**src/rtl/four_bit_binary_adder_subtractor.sv**
```systemverilog
// 4-bit ripple-carry adder/subtractor, registered outputs (M=1 subtracts).
// Define ADDSUB_INREG_EN to add an input register stage (latency 2).
module four_bit_binary_adder_subtractor (
  input  logic       clk,
  input  logic       rst_n,
  input  logic [3:0] A,
  input  logic [3:0] B,
  input  logic       M,
  output logic [3:0] S,
  output logic [3:0] C,
  output logic       Cout,
  output logic       V
);

  logic [3:0] a_op;
  logic [3:0] b_op;
  logic       m_op;

`ifdef ADDSUB_INREG_EN
  always_ff @(posedge clk or negedge rst_n) begin
    if (!rst_n) begin
      a_op <= '0;
      b_op <= '0;
      m_op <= 1'b0;
    end else begin
      a_op <= A;
      b_op <= B;
      m_op <= M;
    end
  end
`else
  assign a_op = A;
  assign b_op = B;
  assign m_op = M;
`endif

  logic [3:0] bx;
  logic [3:0] sum;
  logic [3:0] cy;
  logic       carry;

  // Full-adder chain; M inverts B and seeds the carry for two's complement.
  always_comb begin
    bx    = '0;
    sum   = '0;
    cy    = '0;
    carry = m_op;
    for (int i = 0; i < 4; i++) begin
      bx[i]  = b_op[i] ^ m_op;
      sum[i] = a_op[i] ^ bx[i] ^ carry;
      cy[i]  = (a_op[i] & bx[i])
             | (carry & (a_op[i] ^ bx[i]));
      carry  = cy[i];
    end
  end

  always_ff @(posedge clk or negedge rst_n) begin
    if (!rst_n) begin
      S    <= '0;
      C    <= '0;
      Cout <= 1'b0;
      V    <= 1'b0;
    end else begin
      S    <= sum;
      C    <= cy;
      Cout <= cy[3];
      V    <= cy[3] ^ cy[2];
    end
  end

endmodule

```
**config.mk**
```make
export PLATFORM = sky130hd
export DESIGN_NAME = four_bit_binary_adder_subtractor
export DESIGN_NICKNAME = d
export VERILOG_FILES = /design/src/rtl/four_bit_binary_adder_subtractor.sv
export SDC_FILE = /design/constraint.sdc
export NUM_CORES = 1
export LEC_CHECK = 0
export ABC_AREA = 1
export ABC_CLOCK_PERIOD_IN_PS = 800
export BUFFER_PORTS_ARGS = -buffer_cell sky130_fd_sc_hd__buf_2
export CORE_AREA = 8 8 45 47
export CTS_CLUSTER_DIAMETER = 30
export DETAILED_ROUTE_END_ITERATION = 12
export DIE_AREA = 0 0 53 55
export GPL_ROUTABILITY_DRIVEN = 0
export HOLD_SLACK_MARGIN = 0.02
export PLACE_DENSITY = 0.67
export REMOVE_ABC_BUFFERS = 1
export SYNTH_ARGS = -nofsm -noshare
export SYNTH_HDL_FRONTEND = slang
export SYNTH_SLANG_ARGS = --single-unit
```
**constraint.sdc**
```tcl
create_clock -name clk -period 0.8 [get_ports clk]
set_input_delay 0 -clock clk [delete_from_list [all_inputs] [get_ports clk]]
set_output_delay 0 -clock clk [all_outputs]
set_load 0.03 [all_outputs]
```
==> key figures <==
Outcome
  • Status: finished with violations
  • Failing checks: negative setup slack

Cells and area
  • Layout cells sized above 1: 58.4%
  • Number of nets in the finished design: 104
  • Final instance area: 877 um2
  • Number of fillers in the final layout: 101
  • N_diodes: 0
  • Synth-to-layout area growth: 107%

Logic synthesis
  • Most frequently used cell type in the post-synthesis netlist: sky130_fd_sc_hd__nand2_1
  • Cell types occupying the most area after synthesis: sky130_fd_sc_hd__dfrtp_1 53%, sky130_fd_sc_hd__nand2_1 18%, sky130_fd_sc_hd__fa_1 14%
  • Cell taking the most area after synthesis: sky130_fd_sc_hd__dfrtp_1
  • Count of cell types in the netlist: 6
  • Cell count after synthesis: 48
  • Number of enable-type register cells in the synthesized netlist: 0
  • Sequential cell area fraction in the yosys report: 53.1%
  • Share of synthesized area spent on multiplexers: 0%
  • Post-synthesis share of cell area spent on and, or, nand and nor gates: 17.7%
  • Synth Area in XOR/XNOR: 0%
  • Post-synthesis compound-gate area fraction: 0%
  • Fraction of post-synthesis cell area in the top cell type by area: 53.1%
  • Post-synthesis share of cell area spent on full adders, half adders and majority gates: 14.2%
  • Main combinational cell family by area after synthesis: simple AND/OR/NAND/NOR gates
  • #FFs+latches synth: 9
  • Top flip-flop cell by instance count after synthesis: sky130_fd_sc_hd__dfrtp_1
  • Post-Synthesis Cell Area: 424 um2
  • Share of flip-flops with an asynchronous set or reset: 100%
  • Synthesized area per cell: 8.84 um2
  • Commonest cells in the netlist: 20 x sky130_fd_sc_hd__nand2_1, 14 x sky130_fd_sc_hd__inv_1, 9 x sky130_fd_sc_hd__dfrtp_1
  • Synth warnings: 0

Pwr
  • Max VDD drop: 0.745 mV
  • PD cells: 1780 nW/um2
  • Leakage power of the design: 0.486 nW
  • Overall power of the completed layout: 1.56 mW

Global route
  • Maximum number of pins on one net before global-route repair: 10
  • Wire length of the first global-routing pass: 2200 um
  • GR Util All Layers: 10.8%
  • Number of global-route vias before repair: 489
  • Antenna violations before repair: 0
  • Aggregate global routing overflow: 0

Critical path
  • Worst Path Required: 0.96 ns
  • Standard cell with the maximum stage delay on the critical path: sky130_fd_sc_hd__fa_2
  • Crit path launch type: input port
  • Arrival time at the worst endpoint: 1.55 ns
  • Worst Path Max Fanout: 4
  • Critical path endpoint category: flip-flop
  • Slowest stage delay, CP: 0.53 ns
  • Dominant cell type by count on the critical path: sky130_fd_sc_hd__fa_2
  • WS Path Type: in -> reg
  • Worst-path cell chain: buf_12, nand2_2, nand2_4, fa_2, fa_2, fa_2, inv_1

Clock network
  • CTS H-tree depth: 1
  • Clock tree from TritonCTS: built
  • Number of buffers inserted during clock tree synthesis: 3
  • Number of sinks driven by the clock tree: 9
  • Root Driver: sky130_fd_sc_hd__clkbuf_4
  • Clock Path Buffers: 2
  • Clock slew at reported path FFs: 0.07 ns

STA
  • Final worst hold slack: 0.0603 ns
  • Count of endpoints failing setup in the final report: 7
  • Final critical-path share of the clock period: 174%
  • Least setup slack across all paths after layout: -0.593 ns
  • Final Critical Period: 1.39 ns
  • Slew at the pin closest to its max-slew limit: 0.213 ns
  • TNS Setup: -2.06 ns
  • Maximum clock rate: 0.718 GHz
  • Setup repair after global routing missed its margin: yes
  • Max-slew headroom at the worst pin: 85.8%
  • Number of pins with negative max-slew slack in the final report: 0
  • Final Hold Violating Endpoints: 0

Routing
  • Via count: 423
  • Final routed wire length divided by cell count: 13.2 um
  • First-pass DRT Iterations: 4
  • Number of vias per cell: 4.03
  • Remaining antenna violation count: 0
  • DRC violation total after the first TritonRoute iteration: 13
  • Remaining routing DRC violations: 0
  • Total Wirelength: 1390 um

Die
  • I/O pin count: 21
  • # rows: 14
  • Effective utilization at floorplan: 30.7%
  • Die Wd: 53 um
  • Placeable core region: 1380 um2
  • Die Height: 55 um
  • Die Outline Area: 2920 um2

Placed design
  • Total half-perimeter wirelength after legalization and detailed placement: 732 um
  • Cell Area, Placed: 567 um2
  • Buffers added on ports: 20

Worst hold path
  • Worst Hold Class: in -> reg
  • Worst hold path depth: 4

Run
  • MaxCap Viol Count: 0
==> where the power goes <==
part | switching, mW | leakage [nW] | total (mW) | internal (mW)
Combinational | 0.324 | 0.366 | 0.638 | 0.314
Clock | 0.169 | 0.0150 | 0.362 | 0.193
Sequential | 0.0371 | 0.105 | 0.560 | 0.523
==> what timing repair did <==
item / in CTS / in global routing
hold buffers: 4 / 0
buffers inserted: 13 / 2
endpoints found under the hold margin: 11 / 0
gates resized for setup: 33 / 31
pin swaps: 7 / 3
setup endpoints to repair: 7 / 16
==> cell usage in the layout (no fill, tap or decap) <==
master	n
sky130_fd_sc_hd__buf_6	21
sky130_fd_sc_hd__nand2_2	5
sky130_fd_sc_hd__dfrtp_1	9
sky130_fd_sc_hd__nand2_1	13
sky130_fd_sc_hd__buf_12	1
sky130_fd_sc_hd__fa_2	3
sky130_fd_sc_hd__nand2_4	2
sky130_fd_sc_hd__inv_1	10
sky130_fd_sc_hd__inv_2	4
sky130_fd_sc_hd__buf_4	6
sky130_fd_sc_hd__clkbuf_4	3
sky130_fd_sc_hd__inv_8	1
sky130_fd_sc_hd__dlygate4sd3_1	4
sky130_fd_sc_hd__clkbuf_1	1
sky130_fd_sc_hd__buf_2	6
==> per-layer routing <==
metal | up-vias | global-route usage (%) | wire [um] | share of wire, %
met5 | - | 0 | 0 | 0
met4 | 0 | 10.8 | 19 | 1.4
met3 | 2 | 1.60 | 103 | 7.4
met2 | 18 | 18.0 | 757 | 55
met1 | 193 | 11.3 | 508 | 37
li1 | 210 | - | - | -
==> final timing paths <==
kind                        from             end  slack, ns
worst max-delay path           M  S[3]$_DFF_PN0_      -0.59
worst min-delay path        A[0]  S[0]$_DFF_PN0_       0.06
max in group asynchronous  rst_n  C[3]$_DFF_PN0_       0.50
min in group asynchronous  rst_n  S[0]$_DFF_PN0_       0.11
==> layout make-up <==
type | count | area, um2 | area share (%)
flip-flops and latches | 9 | 225 | 25.7
clock buffers | 4 | 26.3 | 3.00
inverters | 15 | 63.8 | 7.28
repair buffers | 38 | 372 | 42.4
well taps | 16 | 20.0 | 2.28
multi-input cells | 23 | 170 | 19.4
==> per-stage QoR <==
step | utilization, % | cells | setup slack, ns
finish | 63.4 | 105 | -0.593
global route | 63.4 | 105 | -0.623
CTS | 60.0 | 108 | -0.545
detailed placement | 41.0 | 87 | -1.06
global placement | 41.0 | 87 | -1.03
floorplan | - | 47 | -0.886
==> sequential cells by signal, summed over array words and instances (netlist names) <==
signal	count
C	4
V	1
S	4
==> logic make-up (layout without fill, tap and decap cells) <==
kind of cell / Yosys count / count (layout)
fa+ha+maj: 3 / 3
buf+inv: 16 / 57
flops: 9 / 9
simple gates: 20 / 20
==> worst max-delay path, delay by kind of cell <==
family / cells / cell delay (ns)
adder cells (fa/ha/maj): 3 / 1.27
buffers and inverters: 2 / 0.15
AND/OR/NAND/NOR: 2 / 0.13
Note: power is estimated with default switching activity, not from simulation.
